**src/rtl/snoopy_bus_ctrl_pkg.sv**
```systemverilog
// Shared types and constants for the dual-core snoop controller.
// The transaction struct carries a fixed ADDR_W_DEF-wide address; instances keep ADDR_W <= ADDR_W_DEF.
package snoopy_pkg;

    localparam int ADDR_W_DEF = 32;
    localparam int DATA_W_DEF = 32;
    localparam int NUM_CORES  = 2;

    typedef logic core_id_t;

    typedef enum logic [1:0] {
        IDLE  = 2'd0,
        SNOOP = 2'd1,
        RESP  = 2'd2
    } snp_state_e;

    typedef struct packed {
        core_id_t              owner;
        logic                  wnr;
        logic [ADDR_W_DEF-1:0] addr;
    } snp_txn_t;

endpackage

```
**src/rtl/snoopy_bus_ctrl_if.sv**
```systemverilog
// Request/snoop/response bundle between the two L1 controllers and the snoop controller.
// master = cache side, slave = snoop controller side.
interface snoopy_bus_ctrl_if
    import snoopy_pkg::*;
#(
    parameter int ADDR_W = ADDR_W_DEF,
    parameter int DATA_W = DATA_W_DEF
);
    logic [NUM_CORES-1:0]             req_valid;
    logic [NUM_CORES-1:0]             req_wnr;
    logic [NUM_CORES-1:0][ADDR_W-1:0] req_addr;

    logic [NUM_CORES-1:0]             snp_valid;
    logic                             snp_wnr;
    logic [ADDR_W-1:0]                snp_addr;
    logic [NUM_CORES-1:0]             snp_ack;
    logic [NUM_CORES-1:0]             snp_hit;
    logic [NUM_CORES-1:0][DATA_W-1:0] snp_data;

    logic [NUM_CORES-1:0]             done;
    logic                             rsp_hit;
    logic [DATA_W-1:0]                rsp_data;
    logic                             rsp_timeout;
    logic                             busy;

    modport master (
        output req_valid, req_wnr, req_addr, snp_ack, snp_hit, snp_data,
        input  snp_valid, snp_wnr, snp_addr, done, rsp_hit, rsp_data, rsp_timeout, busy
    );

    modport slave (
        input  req_valid, req_wnr, req_addr, snp_ack, snp_hit, snp_data,
        output snp_valid, snp_wnr, snp_addr, done, rsp_hit, rsp_data, rsp_timeout, busy
    );

endinterface

```
**src/rtl/snoopy_bus_ctrl_token_arb.sv**
```systemverilog
// Two-way request arbiter: a lone requester always wins, a tie goes to the token holder.
module snoopy_token_arb
    import snoopy_pkg::*;
(
    input  logic [NUM_CORES-1:0] i_req_valid,
    input  core_id_t             i_token,
    input  logic                 i_en,
    output logic                 o_gnt_valid,
    output core_id_t             o_gnt_id
);

    always_comb begin
        o_gnt_valid = i_en & (|i_req_valid);
        o_gnt_id    = (&i_req_valid) ? i_token : i_req_valid[1];
    end

endmodule

```
**src/rtl/snoopy_bus_ctrl.sv**
```systemverilog
// Snoop controller: arbitrates core misses, snoops the peer, returns a one-cycle completion.
// All bus outputs come straight from registers.
module snoopy_bus_ctrl
    import snoopy_pkg::*;
#(
    parameter int ADDR_W  = ADDR_W_DEF,
    parameter int DATA_W  = DATA_W_DEF,
    parameter int TIMEOUT = 16
) (
    input  logic              i_clk,
    input  logic              i_rst,
    snoopy_bus_ctrl_if.slave  bus
);

    localparam int TW = $clog2(TIMEOUT) + 1;

    snp_state_e           r_state, w_state_nxt;
    snp_txn_t             r_txn, w_txn_nxt;
    core_id_t             r_token, w_token_nxt;
    logic [TW-1:0]        r_timer, w_timer_nxt;
    logic [NUM_CORES-1:0] r_snp_valid, w_snp_valid_nxt;
    logic [NUM_CORES-1:0] r_done, w_done_nxt;
    logic                 r_rsp_hit, w_rsp_hit_nxt;
    logic [DATA_W-1:0]    r_rsp_data, w_rsp_data_nxt;
    logic                 r_rsp_timeout, w_rsp_timeout_nxt;
    logic                 r_busy;

    logic                 w_gnt_valid;
    core_id_t             w_gnt_id;
    core_id_t             w_peer;
    logic                 w_peer_ack;
    logic                 w_expired;

    snoopy_token_arb u_arb (
        .i_req_valid (bus.req_valid),
        .i_token     (r_token),
        .i_en        (r_state == IDLE),
        .o_gnt_valid (w_gnt_valid),
        .o_gnt_id    (w_gnt_id)
    );

    // Only the peer's ack counts, and only while its snoop is actually outstanding.
    assign w_peer     = ~r_txn.owner;
    assign w_peer_ack = bus.snp_ack[w_peer] & r_snp_valid[w_peer];
    assign w_expired  = (r_timer == TW'(TIMEOUT - 1));

    always_ff @(posedge i_clk) begin
        if (i_rst) begin
            r_state       <= IDLE;
            r_txn         <= '0;
            r_token       <= 1'b0;
            r_timer       <= '0;
            r_snp_valid   <= '0;
            r_done        <= '0;
            r_rsp_hit     <= 1'b0;
            r_rsp_data    <= '0;
            r_rsp_timeout <= 1'b0;
            r_busy        <= 1'b0;
        end else begin
            r_state       <= w_state_nxt;
            r_txn         <= w_txn_nxt;
            r_token       <= w_token_nxt;
            r_timer       <= w_timer_nxt;
            r_snp_valid   <= w_snp_valid_nxt;
            r_done        <= w_done_nxt;
            r_rsp_hit     <= w_rsp_hit_nxt;
            r_rsp_data    <= w_rsp_data_nxt;
            r_rsp_timeout <= w_rsp_timeout_nxt;
            r_busy        <= (w_state_nxt != IDLE);
        end
    end

    always_comb begin
        w_state_nxt = r_state;
        case (r_state)
            IDLE:    if (w_gnt_valid) w_state_nxt = SNOOP;
            SNOOP:   if (w_peer_ack || w_expired) w_state_nxt = RESP;
            RESP:    w_state_nxt = IDLE;
            default: w_state_nxt = IDLE;
        endcase
    end

    always_comb begin
        w_txn_nxt         = r_txn;
        w_token_nxt       = r_token;
        w_timer_nxt       = r_timer;
        w_snp_valid_nxt   = r_snp_valid;
        w_done_nxt        = '0;
        w_rsp_hit_nxt     = r_rsp_hit;
        w_rsp_data_nxt    = r_rsp_data;
        w_rsp_timeout_nxt = r_rsp_timeout;
        case (r_state)
            IDLE: begin
                if (w_gnt_valid) begin
                    w_txn_nxt.owner             = w_gnt_id;
                    w_txn_nxt.wnr               = bus.req_wnr[w_gnt_id];
                    w_txn_nxt.addr              = ADDR_W_DEF'(bus.req_addr[w_gnt_id]);
                    w_timer_nxt                 = '0;
                    w_snp_valid_nxt             = '0;
                    w_snp_valid_nxt[~w_gnt_id]  = 1'b1;
                end
            end
            SNOOP: begin
                if (w_peer_ack) begin
                    w_snp_valid_nxt           = '0;
                    w_rsp_hit_nxt             = bus.snp_hit[w_peer];
                    // Writes invalidate the peer copy; only reads carry data home.
                    w_rsp_data_nxt            = (bus.snp_hit[w_peer] && !r_txn.wnr) ?
                                                bus.snp_data[w_peer] : '0;
                    w_rsp_timeout_nxt         = 1'b0;
                    w_done_nxt[r_txn.owner]   = 1'b1;
                end else if (w_expired) begin
                    w_snp_valid_nxt           = '0;
                    w_rsp_hit_nxt             = 1'b0;
                    w_rsp_data_nxt            = '0;
                    w_rsp_timeout_nxt         = 1'b1;
                    w_done_nxt[r_txn.owner]   = 1'b1;
                end else if (r_timer != {TW{1'b1}}) begin
                    w_timer_nxt = r_timer + 1'b1;
                end
            end
            RESP: begin
                w_rsp_hit_nxt     = 1'b0;
                w_rsp_data_nxt    = '0;
                w_rsp_timeout_nxt = 1'b0;
                w_token_nxt       = ~r_txn.owner;
            end
            default: ;
        endcase
    end

    assign bus.snp_valid   = r_snp_valid;
    assign bus.snp_wnr     = r_txn.wnr;
    assign bus.snp_addr    = ADDR_W'(r_txn.addr);
    assign bus.done        = r_done;
    assign bus.rsp_hit     = r_rsp_hit;
    assign bus.rsp_data    = r_rsp_data;
    assign bus.rsp_timeout = r_rsp_timeout;
    assign bus.busy        = r_busy;

endmodule
```
**src/flat_wrapper.sv**
```systemverilog
// flat-port wrapper written by rule: the top's interface ports become plain ports
module snoopy_bus_ctrl_flat import snoopy_pkg::*;
#(
    parameter int ADDR_W  = ADDR_W_DEF,
    parameter int DATA_W  = DATA_W_DEF,
    parameter int TIMEOUT = 16
)
  (i_clk, i_rst, bus_req_valid, bus_req_wnr, bus_req_addr, bus_snp_ack, bus_snp_hit, bus_snp_data, bus_snp_valid, bus_snp_wnr, bus_snp_addr, bus_done, bus_rsp_hit, bus_rsp_data, bus_rsp_timeout, bus_busy);
  snoopy_bus_ctrl_if #(.ADDR_W(ADDR_W), .DATA_W(DATA_W)) bus_i ();
  input  logic i_clk;
  input  logic i_rst;
  input wire logic [$bits(bus_i.req_valid)-1:0] bus_req_valid;
  input wire logic [$bits(bus_i.req_wnr)-1:0] bus_req_wnr;
  input wire logic [$bits(bus_i.req_addr)-1:0] bus_req_addr;
  input wire logic [$bits(bus_i.snp_ack)-1:0] bus_snp_ack;
  input wire logic [$bits(bus_i.snp_hit)-1:0] bus_snp_hit;
  input wire logic [$bits(bus_i.snp_data)-1:0] bus_snp_data;
  output wire logic [$bits(bus_i.snp_valid)-1:0] bus_snp_valid;
  output wire logic [$bits(bus_i.snp_wnr)-1:0] bus_snp_wnr;
  output wire logic [$bits(bus_i.snp_addr)-1:0] bus_snp_addr;
  output wire logic [$bits(bus_i.done)-1:0] bus_done;
  output wire logic [$bits(bus_i.rsp_hit)-1:0] bus_rsp_hit;
  output wire logic [$bits(bus_i.rsp_data)-1:0] bus_rsp_data;
  output wire logic [$bits(bus_i.rsp_timeout)-1:0] bus_rsp_timeout;
  output wire logic [$bits(bus_i.busy)-1:0] bus_busy;
  assign bus_i.req_valid = bus_req_valid;
  assign bus_i.req_wnr = bus_req_wnr;
  assign bus_i.req_addr = bus_req_addr;
  assign bus_i.snp_ack = bus_snp_ack;
  assign bus_i.snp_hit = bus_snp_hit;
  assign bus_i.snp_data = bus_snp_data;
  assign bus_snp_valid = bus_i.snp_valid;
  assign bus_snp_wnr = bus_i.snp_wnr;
  assign bus_snp_addr = bus_i.snp_addr;
  assign bus_done = bus_i.done;
  assign bus_rsp_hit = bus_i.rsp_hit;
  assign bus_rsp_data = bus_i.rsp_data;
  assign bus_rsp_timeout = bus_i.rsp_timeout;
  assign bus_busy = bus_i.busy;
  snoopy_bus_ctrl #(.ADDR_W(ADDR_W), .DATA_W(DATA_W), .TIMEOUT(TIMEOUT)) u_core (.i_clk(i_clk), .i_rst(i_rst), .bus(bus_i));
endmodule
```
**config.mk**
```make
export PLATFORM = sky130hd
export DESIGN_NAME = snoopy_bus_ctrl_flat
export DESIGN_NICKNAME = d
export VERILOG_FILES = /design/src/rtl/snoopy_bus_ctrl_pkg.sv /design/src/rtl/snoopy_bus_ctrl_if.sv /design/src/rtl/snoopy_bus_ctrl_token_arb.sv /design/src/rtl/snoopy_bus_ctrl.sv /design/src/flat_wrapper.sv
export SDC_FILE = /design/constraint.sdc
export NUM_CORES = 1
export LEC_CHECK = 0
export CAP_MARGIN = 25
export CORE_ASPECT_RATIO = 0.5
export CORE_MARGIN = 10
export CORE_UTILIZATION = 41
export CTS_BUF_LIST = sky130_fd_sc_hd__clkbuf_8
export DETAILED_ROUTE_END_ITERATION = 8
export PLACE_DENSITY = 0.91
export SETUP_SLACK_MARGIN = 0.4
export SLEW_MARGIN = 20
export SYNTH_ARGS = -nofsm -noshare
export SYNTH_HDL_FRONTEND = slang
export SYNTH_SLANG_ARGS = --single-unit
```
**constraint.sdc**
```tcl
create_clock -name i_clk -period 2.3 [get_ports i_clk]
set_input_delay 0.575 -clock i_clk [delete_from_list [all_inputs] [get_ports i_clk]]
set_output_delay 0.575 -clock i_clk [all_outputs]
set_load 0.02 [all_outputs]
```
* After elaboration in Yosys (flattened, before gate mapping)
Cells that the tools add are included.
** Word-level totals
- Word-level logic and storage cells :: 90
- Register bits :: 81
- Input port bits :: 138
** Cells by class
- Reductions and logical operators :: 16
- Bitwise operators :: 5
- $add $sub $neg :: 1
- Mux-type cells :: 41
- Order comparisons :: 6
- Eq/ne operators :: 9
** Operators by type and width (number)
- $mux W32 :: 7
- $pmux W32 S2 :: 1
- $mux W5 :: 4
- $mux W1 :: 15
- $mux W2 :: 7
- $pmux W5 S2 :: 1
- $lt A1 B2 Y1 const B :: 4
- $pmux W2 S2 :: 2
- $reduce_and A2 Y1 :: 3
- $reduce_bool A2 Y1 :: 3
- $add A5 B1 Y5 const B :: 1
- $eq A5 B4 Y1 const B :: 1
- $ne A5 B5 Y1 const B :: 1
- $reduce_and A5 Y1 :: 1
- $ne A2 B1 Y1 const B :: 2
- $ne A2 B2 Y1 const B :: 2
- $pmux W1 S2 :: 2
- $reduce_or A2 Y1 :: 2
- $logic_and A1 B1 Y1 :: 3
- $ne A3 B1 Y1 const B :: 1
- $not A1 Y1 :: 3
- $reduce_and A3 Y1 :: 1
- $and A1 B1 Y1 :: 2
- $demux W1 S1 :: 2
- other kinds (6) :: 7

* Longest topological paths before layout
Gate-level depths: netlist of the first run.
- Depth in word-level cells :: 9
- Depth in mapped cells :: 9

* Modules after synthesis
A second synthesis of the first run with hierarchy kept.
** Second synthesis, totals
- Cells, all modules :: 378
- Area, all modules :: 3995.1 µm²
** By module, submodules not included
- snoopy_bus_ctrl :: area each 3972.6 µm², seq. area each 1621.6 µm², instances 1, cells an instance 375
- snoopy_token_arb :: area each 22.5 µm², seq. area each 0.0 µm², instances 1, cells an instance 3

* Worst setup path after synthesis of the first run
No wires, ideal clock.
- Path type :: register to register
- Start point :: reg u_core.r_timer[0]
- End point :: reg u_core.r_rsp_data[15] (netlist: u_core.bus.rsp_data[15])
- Path buffers :: 2
- Data required time :: 2.213 ns
- Path slack :: 0.378 ns
- Cell stages (with the launch flop) :: 9
- Library setup time :: 0.087 ns
- Arrival time :: 1.835 ns
- Clock period less this slack :: 1.922 ns
- Path through :: dfxtp_1 > ha_1 > and3_1 > ha_1 > o41ai_4 > buf_6 > buf_6 > nand3_1 > o31ai_1
** On the way
- Longest elaborated chain between the ends :: 3
** Ends and longest elaborated chain
- from (decl) :: RTL line snoopy_bus_ctrl.sv:20 : logic [TW-1:0] r_timer, w_timer_nxt;
- from (signal assigned) :: RTL line snoopy_bus_ctrl.sv:63 : r_timer <= w_timer_nxt;
- $eq A5 B4 Y1 :: RTL line snoopy_bus_ctrl.sv:45 : assign w_expired = (r_timer == TW'(TIMEOUT - 1));
- $ne A3 B1 Y1 (no line)
- $reduce_and A2 Y1 (no line)
- to (signal assigned) :: RTL line snoopy_bus_ctrl.sv:67 : r_rsp_data <= w_rsp_data_nxt;
- to (decl) :: RTL line snoopy_bus_ctrl.sv:24 : logic [DATA_W-1:0] r_rsp_data, w_rsp_data_nxt;
Every way passes these cells.
A chain may end at the register's enable or synchronous reset.

* Final worst setup path of the first run
- Start point :: in bus_snp_hit[0]
- End point :: reg u_core.r_rsp_data[14] (netlist: u_core.bus.rsp_data[14])
** On the way
- Longest elaborated chain between the ends :: 6
** Ends and longest elaborated chain
- from (decl) :: RTL line flat_wrapper.sv:16 : input wire logic [$bits(bus_i.snp_hit)-1:0] bus_snp_hit;
- $mux W1 (not written as such) (2 in series) :: RTL line snoopy_bus_ctrl.sv:108 : w_rsp_data_nxt = (bus.snp_hit[w_peer] && !r_txn.wnr) ?
- $logic_and A1 B1 Y1 :: RTL line snoopy_bus_ctrl.sv:108
- $mux W32 :: RTL line snoopy_bus_ctrl.sv:108
- $mux W32 :: RTL line snoopy_bus_ctrl.sv:104 : if (w_peer_ack) begin
- $pmux W32 S2 :: RTL line snoopy_bus_ctrl.sv:92 : case (r_state)
Every way passes these cells. The select of a mux whose other input is x is not followed.

==> metrics, run 1 <==
Post-Synth Simple-Gate Area=18.21%; Post-Synth Adder-Cell Area=1.901%; Synth Area in XOR/XNOR=0%; kind of critical path=in -> reg; Max Root-Sink Buffers=2; synth unique cells=41; count of final setup violators=0; layout cells sized above 1=15.44%; final slew viol count=0; Syn Nets=597; Starting Density=41.95%; Core ar.=9415 sq um; fmax=509.5 MHz; final hold viol count=0; detailed-route via count=4209; Avg Inst Size Synth=8.720 sq um; Worst-path clk slew=0.09 ns; synth top area cells=dfxtp_1, mux2i_1, a311oi_1; RSZ-0062 raised after global routing=yes; Worst Setup End Kind=register; clk_lat worst skew=0.36 ns; # DRC=0; worst path cell trace=clkdlybuf4s50_1 > mux2i_1 > nor4_2 > o21ai_2 > buf_4 > o31ai_1; Clock Tree Root=clkbuf_8; flop-to-flop setup slack=0.34 ns; Worst setup SP type=primary input; Crit path required time=2.56 ns; Worst Path Arrival=2.22 ns; Max FO, Critical Path=19; global route overflow=0; Worst Max-Slew Pin Slew=0.5942 ns; Synth top area share=41.05%; cell accounting for the most synthesized area=dfxtp_1; total negative slack=0 ns; Antenna Diode Count=0; Pwr Density=678.0 nW/um^2; vias in the first global route=4053; fin crit period=1.963 ns; DP Area=5976 sq um; final worst-path cycle share=85.34%; I/O pins=210; DR vias/cell=5.424; Syn-to-layout area delta=69.53%; Place WS=-0.04679 ns; number of synthesis warnings=0; Post-Syn Area=3950 sq um; Worst VDD drop=390.7 uV; Antenna Nets Post-Route=0; sequential share of the synthesized area=41.05%; drt initial violations=300; Final GP Congestion=0.8263; largest family of logic cells by synthesized area=simple AND/OR/NAND/NOR gates; CTS Sinks=81; max incr delay on CP=0.50 ns; outcome=finished clean; final wirelength=16010 um; port buffer count=209; die height=89.41 um; TritonRoute pass-1 iters=5; WL per Instance=20.63 um; die area=14200 sq um; CTS buffer count=9; Setup Skew=0.008052 ns; Post-CTS Hold Buffers=0; largest net degree at the start of global routing=61; initial antenna violation count=0; DP Wirelength=10260 um; Max-Cap Viols=0; relative slew slack=60.02%; CTS tree=done; slowest stage cell, crit path=clkdlybuf4s50_1; gr usage total=18.70%; commonest non-fill, non-tap cells in the layout=clkdlybuf4s50_1, dfxtp_1, nand2_1, dlygate4sd2_1, nor2_1; Hold Slack=0.4676 ns; chip width=158.8 um; number of synthesized register bits=81; nets=780; Compound-Gate Fraction of Synth Area=18.12%; first-pass GRT wire length=21360 um; Hold Path Class=reg -> reg; P_leak=2.877 nW; Final Instance Area=6696 sq um; post-synthesis mux area share=8.901%; Post-Synthesis Cells=453; H-tree Lvls=3; FP Rows=25; Worst Slack Setup Final=0.3372 ns; commonest non-fill, non-tap cell in the layout=clkdlybuf4s50_1
synth_stat cells:
cell / instances
a211o_1: 1
a211oi_1: 2
a21o_1: 1
a21oi_1: 6
a22o_1: 2
a22oi_1: 2
a311oi_1: 33
a31oi_1: 1
a32o_1: 1
and3_1: 3
and3b_1: 1
buf_1: 6
buf_2: 4
buf_4: 33
buf_6: 5
clkbuf_1: 23
clkinv_1: 1
dfxtp_1: 81
ha_1: 6
inv_1: 8
mux2_2: 1
mux2i_1: 34
nand2_1: 71
nand2b_1: 1
nand3_1: 32
nand4_1: 1
nor2_1: 39
nor2b_1: 1
nor3_1: 3
nor3_4: 1
nor3b_1: 2
nor4_1: 3
nor4b_2: 1
o21a_1: 2
o21ai_0: 1
o21ai_1: 2
o221a_2: 1
o31ai_1: 33
o41ai_4: 1
or2_2: 2
or4_1: 1
where the power goes:
group	switching, mW	total [mW]	internal, mW
combinational	0.737	1.46	0.719
clock	0.552	1.49	0.942
sequential	0.0696	1.59	1.52
total	1.36	4.54	3.18
routing by layer:
layer  share of wire, %  vias up  track usage (%)
li1                   -     1963                -
met5                  0        -                0
met1                 37     2001            18.59
met4                3.7        0            7.167
met3                6.6       49            6.342
met2                 53      196            36.31
logic make-up after synthesis:
kind of cell | Yosys count
compound gates | 89
simple gates | 162
flops | 81
fa+ha+maj | 6
mux | 35
buf+inv | 80
through the flow:
step                      cells  utilization, %  power (mW)
final                       776           71.12       4.540
after floorplan             453               -       2.354
after CTS                   766           66.75       4.319
after global placement      746           63.47       2.776
after detailed placement    746           63.47       2.814
after global routing        776           71.12       4.707
flip-flops by register name, summed over array words and instances (netlist names):
| register | cells |
|---|---|
| u_core.bus.snp_addr | 32 |
| u_core.bus.done | 2 |
| u_core.r_token | 1 |
| u_core.bus.busy | 1 |
| u_core.bus.rsp_timeout | 1 |
| u_core.bus.rsp_hit | 1 |
| u_core.bus.snp_wnr | 1 |
| u_core.bus.snp_valid | 2 |
| u_core.r_timer | 5 |
| u_core.r_txn | 1 |
| u_core.r_state | 2 |
| u_core.bus.rsp_data | 32 |
critical path: cells and delay by family:
family / cells / cell delay (ns)
and+or+nand+nor: 1 / 0.36
muxes: 1 / 0.13
AOI/OAI and AO/OA: 2 / 0.42
buffers and inverters: 2 / 0.72
final cells by class:
cell class	instances	area (sq um)
clock inverter	7	166.4
tap	135	168.9
sequential	81	1627
fill	666	2719
clock buffer	9	123.9
inverter	9	33.78
multi-input combinational	292	2088
timing repair buffer	243	2489
worst paths after layout:
path | from | endpoint | cells past startpoint
worst max-delay path | bus_snp_hit[0] | u_core.bus.rsp_data[14] | 6
worst min-delay path | u_core.bus.rsp_data[16] | u_core.bus.rsp_data[16] | 2
worst max register to register | u_core.r_timer[0] | u_core.bus.rsp_data[9] | 8
worst min register to register | u_core.bus.rsp_data[16] | u_core.bus.rsp_data[16] | 2
what timing repair did:
action                                  CTS  global route
gates cloned                              2             6
buffers inserted                          2             4
pin swaps                                 1            12
endpoints found under the setup margin  106            49
resized for setup                        75            54
Power figures use the tool's default switching activity.
==> run 2, diff against run 1 <==
- SKIP_CTS_REPAIR_TIMING: default -> 1
==> run 2 against run 1 <==
Net effect: global-route usage is 0.74 points lower; via count is 1.9% lower; critical path depth increased by 1; register-to-register slack hardly changed; sequential power is essentially flat.
==> metrics, run 2 (synthesized netlist as in run 1, its figures left out) <==
outcome=finished clean; Worst VDD drop=353.2 uV (-9.6%); H-tree Lvls=3 (unchanged); RSZ-0062 raised after global routing=yes; final hold viol count=0 (unchanged); Hold Slack=0.4684 ns (+0.0007220 ns); chip width=158.8 um (unchanged); kind of critical path=in -> reg; Worst Setup End Kind=register; CP endpoint=u_core.bus.rsp_data[10]; Worst R2R End=u_core.bus.rsp_data[10]; DP Cell Count=746 (unchanged); layout cells sized above 1=10.27% (-5.2 points); total negative slack=0 ns (unchanged); TritonRoute pass-1 iters=4 (-1); M2 GR Usage=35.02% (-1.3 points); DP Area=5976 sq um (unchanged); die height=89.41 um (unchanged); vias in the first global route=3997 (-1.4%); I/O pins=210 (unchanged); Max FO, Critical Path=10 (-9); WL per Instance=20.25 um (-1.9%); commonest non-fill, non-tap cells in the layout=clkdlybuf4s50_1, dfxtp_1, nand2_1, dlymetal6s2s_1, nor2_1; clk_lat worst skew=0.37 ns (about the same); Syn-to-layout area delta=69.24%; Final Power=4.466 mW (-1.6%); Worst Slack Setup Final=0.3433 ns (+0.006018 ns); crit path from=bus_snp_ack[1]; Hold Path Class=reg -> reg; fmax=511.1 MHz (+0.31%); port buffer count=209 (unchanged); flop-to-flop setup slack=0.35 ns (about the same); initial antenna violation count=0 (unchanged); CTS buffer count=9 (unchanged); die area=14200 sq um (unchanged); relative slew slack=73.33% (+13 points); CTS Sinks=81 (unchanged); R2R depth=8 (unchanged); DP Wirelength=10260 um (unchanged); fin crit period=1.957 ns (-0.006018 ns); Most Used Layer, Global Route=met2; Pwr Density=668.0 nW/um^2 (-1.5%); Worst Path Arrival=2.21 ns (about the same); FP Rows=25 (unchanged); Critical R2R Launch=u_core.r_timer[1]; Crit path required time=2.55 ns (about the same); Starting Density=41.95% (unchanged); Final Instance Area=6685 sq um (-0.17%); Max Root-Sink Buffers=2 (unchanged); Antenna Nets Post-Route=0 (unchanged); detailed-route via count=4128 (-1.9%); met1 usage=17.28% (-1.3 points); Worst Max-Slew Pin Slew=0.4000 ns (-0.1942 ns); Max-Cap Viols=0 (unchanged); Final GP Congestion=0.8263 (unchanged); Worst-path clk slew=0.08 ns (about the same); global route overflow=0 (unchanged); Antenna Diode Count=0 (unchanged); DR vias/cell=5.375 (-0.90%); gr usage total=17.97% (-0.74 points); Clock Tree Root=clkbuf_8; Place WS=-0.04679 ns (unchanged); Worst setup SP type=primary input; drt initial violations=289 (-3.7%); count of final setup violators=0 (unchanged); nets=772 (-1.0%); fin util=71.00% (-0.12 points); # DRC=0 (unchanged); P_leak=3.597 nW (+25%); post-route insts no fill=768 (-1.0%); largest net degree at the start of global routing=61 (unchanged); grt met3 use=6.664% (+0.32 points); CTS tree=done; final wirelength=15550 um (-2.9%); Setup Skew=0.009713 ns (+0.001660 ns); final worst-path cycle share=85.08% (-0.26 points); Core ar.=9415 sq um (unchanged); final slew viol count=0 (unchanged); first-pass GRT wire length=20440 um (-4.3%); commonest non-fill, non-tap cell in the layout=clkdlybuf4s50_1
run 2: layout make-up:
type | count | area (sq um)
Timing Repair Buffer | 235 | 2619
Inverter | 9 | 33.78
Tap cell | 135 | 168.9
Sequential cell | 81 | 1625
Fill cell | 642 | 2730
Multi-Input combinational cell | 292 | 1948
Clock inverter | 7 | 166.4
Clock buffer | 9 | 123.9
run 2: per-layer routing:
metal  wire length (um)  vias up  share of wire, %
met5                  0        -                 0
met4                546        0               3.5
met3               1044       45               6.7
met2               8286      180                53
met1               5671     1965                36
li1                   -     1938                 -
run 2: worst min-delay path by stage:
stage / slack [ns] / end / cells after the start / start
after floorplan: 0.46 / u_core.r_timer[1] / 1 / u_core.r_timer[1]
after global placement: 0.45 / u_core.bus.rsp_data[24] / 2 / u_core.bus.rsp_data[24]
after detailed placement: 0.46 / u_core.bus.rsp_data[9] / 2 / u_core.bus.rsp_data[9]
after CTS: 0.47 / u_core.bus.rsp_data[9] / 2 / u_core.bus.rsp_data[9]
after global routing: 0.49 / u_core.bus.rsp_data[27] / 2 / u_core.bus.rsp_data[27]
final: 0.47 / u_core.bus.rsp_data[2] / 2 / u_core.bus.rsp_data[2]
run 2: report_power, final:
| part | internal (mW) | switching, mW | total, mW |
|---|---|---|---|
| Combinational | 0.696 | 0.687 | 1.38 |
| Sequential | 1.52 | 0.0682 | 1.59 |
| Clock | 0.942 | 0.554 | 1.50 |
| Total | 3.16 | 1.31 | 4.47 |
run 2: critical path: stages:
cell and delay [ns]:
clkdlybuf4s50_1 0.39, and3b_1 0.25, o41ai_4 0.38, buf_6 0.23
buf_12 0.15, nand3_1 0.10, o31ai_1 0.13
==> run 3, diff against run 2 <==
- CORE_UTILIZATION: 41 -> 60
- DONT_BUFFER_PORTS: default -> 1
- GPL_ROUTABILITY_DRIVEN: default -> 0
- PLACE_DENSITY: 0.91 -> 0.84
==> run 3 against run 2 <==
Net effect: critical path depth up 1; design area down 37%; via count down 22%; combinational power down 50%; die area down 27%; count of clock-buffer cells in the layout unchanged; register-to-register slack better by 0.05 ns; setup slack better by 0.057 ns; clock power down 29%; global-route usage up 0.85 points; sequential power up 9%; largest cell class is now multi-input gates; largest power group unchanged; highest routed layer unchanged.
==> metrics, run 3 (synthesized netlist as in run 1, its figures left out) <==
RSZ-0062 raised after global routing=yes; Core ar.=6231 sq um (-34%); I/O pins=210 (unchanged); H-tree Lvls=3 (unchanged); Pwr Density=831.9 nW/um^2 (+25%); post-route insts no fill=511 (-33%); outcome=finished clean; Max Root-Sink Buffers=2 (unchanged); CTS buffer count=9 (unchanged); Max FO, Critical Path=13 (+3); vias in the first global route=3179 (-20%); DP Cell Count=486 (-35%); Place WS=0.2054 ns (+0.2522 ns); final worst-path cycle share=82.59% (-2.5 points); first-pass GRT wire length=16010 um (-22%); final hold viol count=0 (unchanged); Worst Path Arrival=2.18 ns (-0.03 ns); M2 GR Usage=33.97% (-1.0 points); CTS tree=done; FP Rows=20 (-20%); P_sw=1.086 mW (-17%); clock share of power=30.5% (-3.0 points); nets=562 (-27%); Antenna Nets Post-Route=0 (unchanged); commonest non-fill, non-tap cells in the layout=dfxtp_1, nand2_1, nor2_1, mux2i_1, a311oi_1; drt initial violations=168 (-42%); Max-Cap Viols=0 (unchanged); P_leak=1.568 nW (-56%); Worst setup SP type=register; Starting Density=63.39% (+21 points); initial antenna violation count=0 (unchanged); fin util=67.47% (-3.5 points); global route overflow=0 (unchanged); DR vias/cell=6.292 (+17%); Worst Slack Setup Final=0.4005 ns (+0.05721 ns); chip width=134.7 um (-15%); count of final setup violators=0 (unchanged); Most Used Layer, Global Route=met2; largest net degree at the start of global routing=46 (-25%); Final Power=3.498 mW (-22%); Worst Setup End Kind=register; Syn-to-layout area delta=6.430%; die area=10430 sq um (-27%); clk_lat worst skew=0.35 ns (-0.02 ns); detailed-route via count=3215 (-22%); final slew viol count=0 (unchanged); Crit path required time=2.58 ns (+0.03 ns); fmax=526.4 MHz (+3.0%); relative slew slack=67.13% (-6.2 points); Worst Max-Slew Pin Slew=0.4794 ns (+0.07937 ns); die height=77.38 um (-13%); kind of critical path=reg -> reg; DP Wirelength=8375 um (-18%); met1 usage=18.00% (+0.72 points); Hold Path Class=in -> reg; port buffer count=0 (-100%); TritonRoute pass-1 iters=4 (unchanged); grt met3 use=10.54% (+3.9 points); Antenna Diode Count=0 (unchanged); fillcell total=471 (-27%); fin crit period=1.900 ns (-0.05721 ns); final wirelength=11320 um (-27%); Worst VDD drop=487.1 uV (+38%); gr usage total=18.81% (+0.85 points); Setup Skew=0.007942 ns (-0.001771 ns); Worst-path clk slew=0.07 ns (about the same); switching part of the total=31.05% (+1.7 points); WL per Instance=22.15 um (+9.4%); Sequential Power Share=49.6% (+14 points); commonest non-fill, non-tap cell in the layout=dfxtp_1; P_int=2.412 mW (-24%); Clock Tree Root=clkbuf_8; # DRC=0 (unchanged); layout cells sized above 1=14.89% (+4.6 points); Comb power frac=19.9% (-11 points); total negative slack=0 ns (unchanged); CTS Sinks=81 (unchanged)
run 3: cell types whose count changed in the layout (fill, tap and decap cells not counted), moves of 3 or more:
cell / previous run / this run
buf_4: 15 / 18
clkbuf_16: 5 / 1
dlymetal6s2s_1: 71 / 0
bufinv_16: 5 / 2
clkdlybuf4s50_1: 138 / 0
inv_1: 8 / 12
run 3: path summary, 6_finish.rpt:
path | endpoint | start | cells past startpoint | slack, ns
setup / recovery | u_core.bus.rsp_timeout | u_core.r_timer[1] | 8 | 0.40
hold / removal | u_core.bus.rsp_timeout | i_rst | 1 | 0.29
setup reg to reg | u_core.bus.rsp_timeout | u_core.r_timer[1] | 8 | 0.40
hold reg to reg | u_core.r_timer[4] | u_core.r_timer[4] | 1 | 0.52
run 3: critical path: stages (launching register included):
cell,delay (ns)
dfxtp_2,0.37
ha_4,0.15
and3_4,0.21
ha_4,0.16
o41ai_4,0.09
buf_6,0.15
buf_12,0.14
or4_4,0.43
a21oi_2,0.14
run 3: power by group through the flow:
stage / Clock [mW] / Combinational (mW) / Sequential, mW
after floorplan: 0 / 0.729 / 1.62
after global placement: 0 / 0.553 / 1.76
after detailed placement: 0 / 0.584 / 1.77
after CTS: 1.08 / 0.586 / 1.74
after global routing: 1.15 / 0.768 / 1.75
final: 1.07 / 0.696 / 1.74
run 3: area by class of cell:
type	instances	area, sq um	area share (%)
Multi-Input combinational cell	292	1977	47.02
Sequential cell	81	1625	38.66
Timing Repair Buffer	25	254.0	6.042
Clock buffer	9	123.9	2.946
Tap cell	88	110.1	2.619
Clock inverter	7	80.08	1.905
Inverter	9	33.78	0.8036
run 3: per-stage QoR:
stage | instance area (sq um) | hold WS, ns
after floorplan | 3950 | 0.4607
after global routing | 4204 | 0.2644
after detailed placement | 3774 | 0.4855
after global placement | 3762 | 0.4783
final | 4204 | 0.2937
after CTS | 3978 | 0.2716
run 3: per-layer routing:
metal  vias to the layer above  wire [um]
met5                         -          0
met4                         0        191
met3                        17       1438
met2                       187       5706
met1                      1499       3984
li1                       1512          -
